### config.mk
export PLATFORM = sky130hd
export DESIGN_NAME = reg_file
export DESIGN_NICKNAME = d
export VERILOG_FILES = /design/src/rtl/reg_file_pkg.sv /design/src/rtl/reg_file_word.sv /design/src/rtl/reg_file.sv
export SDC_FILE = /design/constraint.sdc
export NUM_CORES = 1
export LEC_CHECK = 0
export BUFFER_PORTS_ARGS = -buffer_cell sky130_fd_sc_hd__buf_2
export CORE_MARGIN = 2
export CORE_UTILIZATION = 40
export CTS_CLUSTER_SIZE = 10
export DETAILED_ROUTE_END_ITERATION = 8
export PLACE_DENSITY = 0.68
export SLEW_MARGIN = 20
export SYNTH_ARGS = -nofsm -noshare
export SYNTH_HDL_FRONTEND = slang
export SYNTH_SLANG_ARGS = --single-unit
### constraint.sdc
create_clock -name CLK -period 2.47 [get_ports CLK]
set_input_delay 0.247 -clock CLK [delete_from_list [all_inputs] [get_ports CLK]]
set_output_delay 0.247 -clock CLK [all_outputs]
set_load 0.005 [all_outputs]
### src/rtl/reg_file_pkg.sv
// Shared processor constants: ISA register-count figures and the register
// file defaults derived from them.
package reg_file_pkg;

    // ISA-visible general purpose register set
    localparam int unsigned ISA_NUM_REGS  = 8;
    localparam int unsigned ISA_REG_AW    = $clog2(ISA_NUM_REGS);
    localparam int unsigned ISA_XLEN      = 16;

    // Register file defaults track the ISA register set
    localparam int unsigned DEFAULT_WIDTH = ISA_XLEN;
    localparam int unsigned DEFAULT_DEPTH = ISA_NUM_REGS;
    localparam int unsigned DEFAULT_AW    = ISA_REG_AW;

    typedef logic [ISA_REG_AW-1:0] isa_reg_addr_t;
    typedef logic [ISA_XLEN-1:0]   isa_word_t;

endpackage : reg_file_pkg

### src/rtl/reg_file_word.sv
// reg_word: one storage word of the register file.
// Ports:
//   clk  - rising-edge clock
//   rst  - synchronous active-high clear, wins over load
//   load - capture d on the next rising edge
//   d    - write data
//   q    - stored value
module reg_word #(
    parameter int unsigned WIDTH = 16
) (
    input  logic             clk,
    input  logic             rst,
    input  logic             load,
    input  logic [WIDTH-1:0] d,
    output logic [WIDTH-1:0] q
);

    // Clear has priority so a write in the reset cycle is dropped
    always_ff @(posedge clk) begin
        if (rst) begin
            q <= '0;
        end else if (load) begin
            q <= d;
        end
    end

endmodule : reg_word

### src/rtl/reg_file.sv
// reg_file: DEPTH x WIDTH register file, one write port, two combinational
// read ports, optional write-through forwarding and hardwired-zero r0.
// Ports:
//   CLK      - clock, all state changes on the rising edge
//   R        - synchronous active-high reset, clears every word
//   WE/WA/WD - write enable, address, data
//   RA1/RA2  - read addresses
//   RD1/RD2  - read data (zero-latency)
module reg_file
    import reg_file_pkg::*;
#(
    parameter int unsigned WIDTH   = DEFAULT_WIDTH,
    parameter int unsigned DEPTH   = DEFAULT_DEPTH,
    parameter int unsigned AW      = DEFAULT_AW,
    parameter int unsigned BYPASS  = 1,
    parameter int unsigned ZERO_R0 = 1
) (
    input  logic             CLK,
    input  logic             R,
    input  logic             WE,
    input  logic [AW-1:0]    WA,
    input  logic [WIDTH-1:0] WD,
    input  logic [AW-1:0]    RA1,
    input  logic [AW-1:0]    RA2,
    output logic [WIDTH-1:0] RD1,
    output logic [WIDTH-1:0] RD2
);

    logic [WIDTH-1:0] word_q  [DEPTH];
    logic [WIDTH-1:0] word_rd [DEPTH];
    logic [DEPTH-1:0] wr_sel;
    logic             byp_en;
    logic [WIDTH-1:0] rd1_mux;
    logic [WIDTH-1:0] rd2_mux;

    // Write decode and storage; addresses >= DEPTH match no word and are dropped
    for (genvar i = 0; i < DEPTH; i++) begin : g_word
        if ((ZERO_R0 != 0) && (i == 0)) begin : g_r0_zero
            assign wr_sel[i]  = 1'b0;
            assign word_rd[i] = word_q[i] & {WIDTH{1'b0}};
        end else begin : g_live
            assign wr_sel[i]  = WE && (WA == AW'(i));
            assign word_rd[i] = word_q[i];
        end

        reg_word #(
            .WIDTH (WIDTH)
        ) u_word (
            .clk  (CLK),
            .rst  (R),
            .load (wr_sel[i]),
            .d    (WD),
            .q    (word_q[i])
        );
    end

    // Read muxes; an address matching no word returns zero
    always_comb begin
        rd1_mux = '0;
        rd2_mux = '0;
        for (int unsigned i = 0; i < DEPTH; i++) begin
            if (RA1 == AW'(i)) begin
                rd1_mux = word_rd[i];
            end
            if (RA2 == AW'(i)) begin
                rd2_mux = word_rd[i];
            end
        end
    end

    // Forward only writes that will actually land (in range, not r0, no reset)
    assign byp_en = (BYPASS != 0) && !R && (|wr_sel);

    assign RD1 = (byp_en && (RA1 == WA)) ? WD : rd1_mux;
    assign RD2 = (byp_en && (RA2 == WA)) ? WD : rd2_mux;

endmodule : reg_file

Yosys cells after proc, flatten, opt, wreduce, memory -nomap -nowiden
Cells that the tools add are included.

storage, ports and cells
  word-level logic and storage cells = 58
  output and inout port bits = 32
  bits of input ports = 28
  register bits = 112

operators by class
  multiplexer cells = 16
  equal/unequal tests = 23
  reduce and logical (&&, ||, !) cells = 12

operator list
  cell                                                             count
  16-bit two-way mux                                               16
  3-bit == test, second input constant                             12
  3-bit by 2-bit == test with 1-bit output, second input constant  6
  1-bit logical AND                                                10
  3-bit by 1-bit == test with 1-bit output, second input constant  3
  7-bit OR reduction                                               1
  3-bit == test                                                    2
  1-bit zero test                                                  1

Logic depth before layout (Yosys ltp)
  depth after elaboration = 9
  mapped depth = 7
  depth with buffers taken out = 4

Cells and area by module
From an unflattened synthesis, not the netlist that was laid out.

unflattened totals
  cells, all modules = 739
  area total of the unflattened synthesis = 6487.5 um^2

modules (own cells, without submodules)
  module    instances  cells each  area each (um^2)  seq. area each (um^2)
  reg_word  7          52          580.6             320.3
  reg_file  1          375         2423.6            0.0

Worst setup path after synthesis
Ideal clock, no wire load.

  path kind = input port to output port
  start point = in WA[2]
  end point = out RD1[10]
  required time = 2.223 ns
  stages on the path = 7
  arrival = 1.472 ns
  setup slack = 0.751 ns
  buffers on the path = 3
  cells stage by stage = buf_4 -> nor3_2 -> nor3b_4 -> and2_1 -> buf_6 -> buf_12 -> mux2_4

on the way
  longest elaborated chain between the ends = 6
  elaborated cells on any way between the ends = 19
  those cells by class = eq/ne (8); mux (1); reduce/logical (10)

ends and longest elaborated chain
  what                                                              line            text
  from (decl)                                                       reg_file.sv:21  input logic [AW-1:0] WA,
  3-bit by 1-bit == test with 1-bit output (tied with other cells)  reg_file.sv:42  assign wr_sel[i] = WE && (WA == AW'(i));
  1-bit logical AND                                                 reg_file.sv:42
  7-bit OR reduction                                                reg_file.sv:72  assign byp_en = (BYPASS != 0) && !R && (|wr_sel);
  1-bit logical AND                                                 reg_file.sv:72
  1-bit logical AND (*)                                             reg_file.sv:74  assign RD1 = (byp_en && (RA1 == WA)) ? WD : rd1_mux;
  16-bit two-way mux (*)                                            reg_file.sv:74
  to (decl)                                                         reg_file.sv:25  output logic [WIDTH-1:0] RD1,

Every way passes the cells marked *; elsewhere a longest branch is shown, timed or not.

Final worst setup path
  start point = in WA[1]
  end point = out RD1[3]

The elaborated chain is that of the path after synthesis.

==> metrics.md <==
| Metric | Value |
|---|---|
| Status | completed |
| Critical R2R Capture | g_word[5].u_word.q[5] |
| Leakage | between 2 and 3 nW |
| Adder-cell share of the synthesized area | 0% |
| Syn Area/Cell | roughly 7.3 um2 |
| Worst setup EP type | output port |
| Top reg by flops | g_word.u_word.q |
| Grt met2 use | approximately 39% |
| Biggest regs | g_word.u_word.q x112 |
| PostCTS Resize Cnt | 0 |
| DP Cell Count | between 1k and 1.5k |
| R2R setup slack | roughly 1.8 ns |
| Internal Power | approximately 2.8 mW |
| Syn_nets | 915 |
| Startpoint class of the critical path | input pin |
| DR iter-0 viols | 764 |
| GP Congestion | 0.9006 |
| Post-CTS Setup Inserts | 0 |
| Initial core utilization | 40.92% |
| M1 GR Usage | roughly a third |
| Congestion Overflow GR | 0 |
| Final Util | a little under half |
| Die H | 131.5 um |
| WHS | 0.2179 ns |
| Number of flops mapped to enable cells by yosys | 0 |
| Vias per Instance | roughly 5.8 |
| Pre-CTS WS | between 0.2 and 0.25 ns |
| I/O Buffers | a little under 60 |
| Via count | between 6k and 7k |
| Period utilization | around nine tenths |
| Seq/Total Area, Yosys | 34.49% |
| CP Max Fanout | 18 |
| Clk root buf | clkbuf_16 |
| Headroom to the max-slew limit | approximately 36% |
| P_sw | approximately 1.2 mW |
| Top achievable clock speed | around 440 MHz |
| Reg power frac | a little under half |
| CTS Buffer Depth | 2 |
| Vias in the first global route | 6058 |
| VDD IR max | roughly 350 uV |
| Drt pass-1 iters | 6 |
| Slew Limit Fails | 0 |
| Routed Wire Length | around 22 mm |
| Placed wire-length estimate | 14.07 mm |
| Gr busiest metal | met2 |
| Post-synthesis mux area share | between 10 and 15% |
| Largest net degree at the start of global routing | 86 |
| Synth Area in Compound Gates | between 20% and 30% |
| Combinational share of power | 17.2% |
| Worst-margin pin slew | 0.9581 ns |
| Clock Sinks | 112 |
| RSZ-0062 raised after global routing | no |
| Register bit total from synthesis | 112 |
| Switching Share | 29.35% |
| Hold Path Class | in2reg |
| Synth top area share | between 30% and 40% |
| Die width | ~130 um |
| Maxcap violations | 0 |
| WP data required | approximately 2.2 ns |
| Core region area | around 16000 um2 |
| Antenna Cells | 0 |
| P&R area growth vs syn | 11.13% |
| Yosys Warn Count | 0 |
| Final setup TNS | 0 ns |
| First-pass GRT wire length | 34.40 mm |
| Skew final | 0 ns |
| Post-synth top flop | dfxtp_1 |
| Wire per inst | approximately 19 um |
| Clock share of power | between 30% and 40% |
| Num ports | 60 |
| XOR/XNOR share of the synthesized area | less than 1% |
| Cell row count | between 40 and 50 |
| Max reg flops | around 110 |
| Final ANT Viol Nets | 0 |
| Synth cell types | 39 |
| Hold_buf cts | 0 |
| # setup viols final | 0 |
| Layout Nets | approximately 940 |
| Critical path arrival | a little over 2 ns |
| R2r worst-path depth | 2 |
| Final WS setup | between 0.2 and 0.25 ns |
| DRC violations left | 0 |
| Power per standard cell area | 546.1 nW/um2 |
| Die area | 17290 um2 |
| Met3 Usage GRT | between 5 and 6% |
| Top cells by area, synth | dfxtp_1, nand2_1, a21oi_1 |
| Period minus WS final | 2.264 ns |
| Cell taking the most area after synthesis | dfxtp_1 |
| Final Hold Fails | 0 |
| Gr usage total | between 20% and 30% |
| Finished Layout Cells | 1132 |
| Worst R2R Start | g_word[5].u_word.q[5] |
| CTS tree | done |
| Synth Instances | ~890 |
| Clock slew at reported path FFs | about 0.08 ns |
| Number of buffers created by CTS | 9 |
| Initial antenna violation count | 0 |
| Layout cell share with drive strength beyond 1 | about a fifth |
| Worst Setup EP | RD1[3] |
| Largest family of logic cells by synthesized area | compound AO/OA/AOI/OAI gates |
| Post-Synth Simple-Gate Area | a little over a fifth |
| Post-synthesis async set-or-reset flop share | 0% |
| Post-synthesis cell area | approximately 6500 um2 |
| Crit path from | WA[1] |
| Setup CP Type | in2out |
| H-Tree Depth | 3 |
| Worst-Skew Late Latency | around 0.35 ns |
-- metal layers --
metal	vias to the layer above	part of all wire [%]
met3	68	7.5
met4	0	4.6
li1	3102	-
met1	3077	43
met2	302	45
met5	-	0
-- layout make-up --
cell class	count	area (um2)
Fill cell	1599	8662
Multi-Input combinational cell	670	3744
Sequential cell	112	2242
Timing Repair Buffer	102	633.1
Tap cell	216	270.3
Clock buffer	10	229.0
Inverter	16	60.06
Clock inverter	6	45.04
-- placed cells by master (no fill, tap or decap), drive strengths merged, types with 10 or more instances in the layout --
cell type	synthesis	routed
o211ai	16	16
buf	34	102
nand3	22	22
nand2	229	229
o31ai	17	17
mux2i	16	16
clkbuf	55	10
mux2	45	45
a221oi	15	15
inv	16	17
o22ai	31	31
a211oi	15	15
o21ai	17	17
dfxtp	112	112
nor2	70	70
a21oi	145	145
-- power by group through the flow --
| stage | combinational, mW | clock [mW] | sequential (mW) |
|---|---|---|---|
| floorplan | 0.444 | 0 | 1.90 |
| global placement | 0.662 | 0 | 1.91 |
| global route | 0.731 | 1.48 | 1.88 |
| CTS | 0.669 | 1.42 | 1.87 |
| detailed placement | 0.666 | 0 | 1.91 |
| finish | 0.678 | 1.39 | 1.87 |
-- how the worst min path moves through the flow --
stage | slack [ns] | endpoint | startpoint | cells past startpoint
floorplan | 0.44 | g_word[4].u_word.q[14] | g_word[4].u_word.q[14] | 2
global placement | 0.44 | g_word[4].u_word.q[14] | g_word[4].u_word.q[14] | 2
detailed placement | 0.45 | g_word[4].u_word.q[14] | g_word[4].u_word.q[14] | 2
CTS | 0.20 | g_word[7].u_word.q[12] | WD[12] | 3
global route | 0.22 | g_word[3].u_word.q[6] | WD[6] | 3
finish | 0.22 | g_word[2].u_word.q[3] | WD[3] | 3
-- metrics by stage --
stage / power, mW / instance area (um2)
2_1_floorplan: 2.348 / 6500
3_3_place_gp: 2.574 / 6949
3_5_place_dp: 2.579 / 6949
4_1_cts: 3.961 / 7223
5_1_grt: 4.091 / 7223
6_report: 3.945 / 7223
-- cell usage after synthesis, drive strengths merged, types with 17 or more instances --
| library cell | n |
|---|---|
| mux2 | 45 |
| o31ai | 17 |
| nand3 | 22 |
| o21ai | 17 |
| nor2 | 70 |
| dfxtp | 112 |
| o22ai | 31 |
| clkbuf | 55 |
| buf | 34 |
| nand2 | 229 |
| a21oi | 145 |
-- cells by family after synthesis --
group / after synthesis
mux: 61
simple gates: 345
buf+inv: 105
flops: 112
xor+xnor: 6
compound gates: 258
-- critical path, stage by stage --
cell	delay (ns)
buf_2	0.21
nor3_2	0.09
nor3b_4	0.18
buf_4	0.29
and2_1	0.19
buf_4	0.28
mux2_2	0.39
buf_2	0.13
Note: power is estimated with default switching activity, not from simulation.
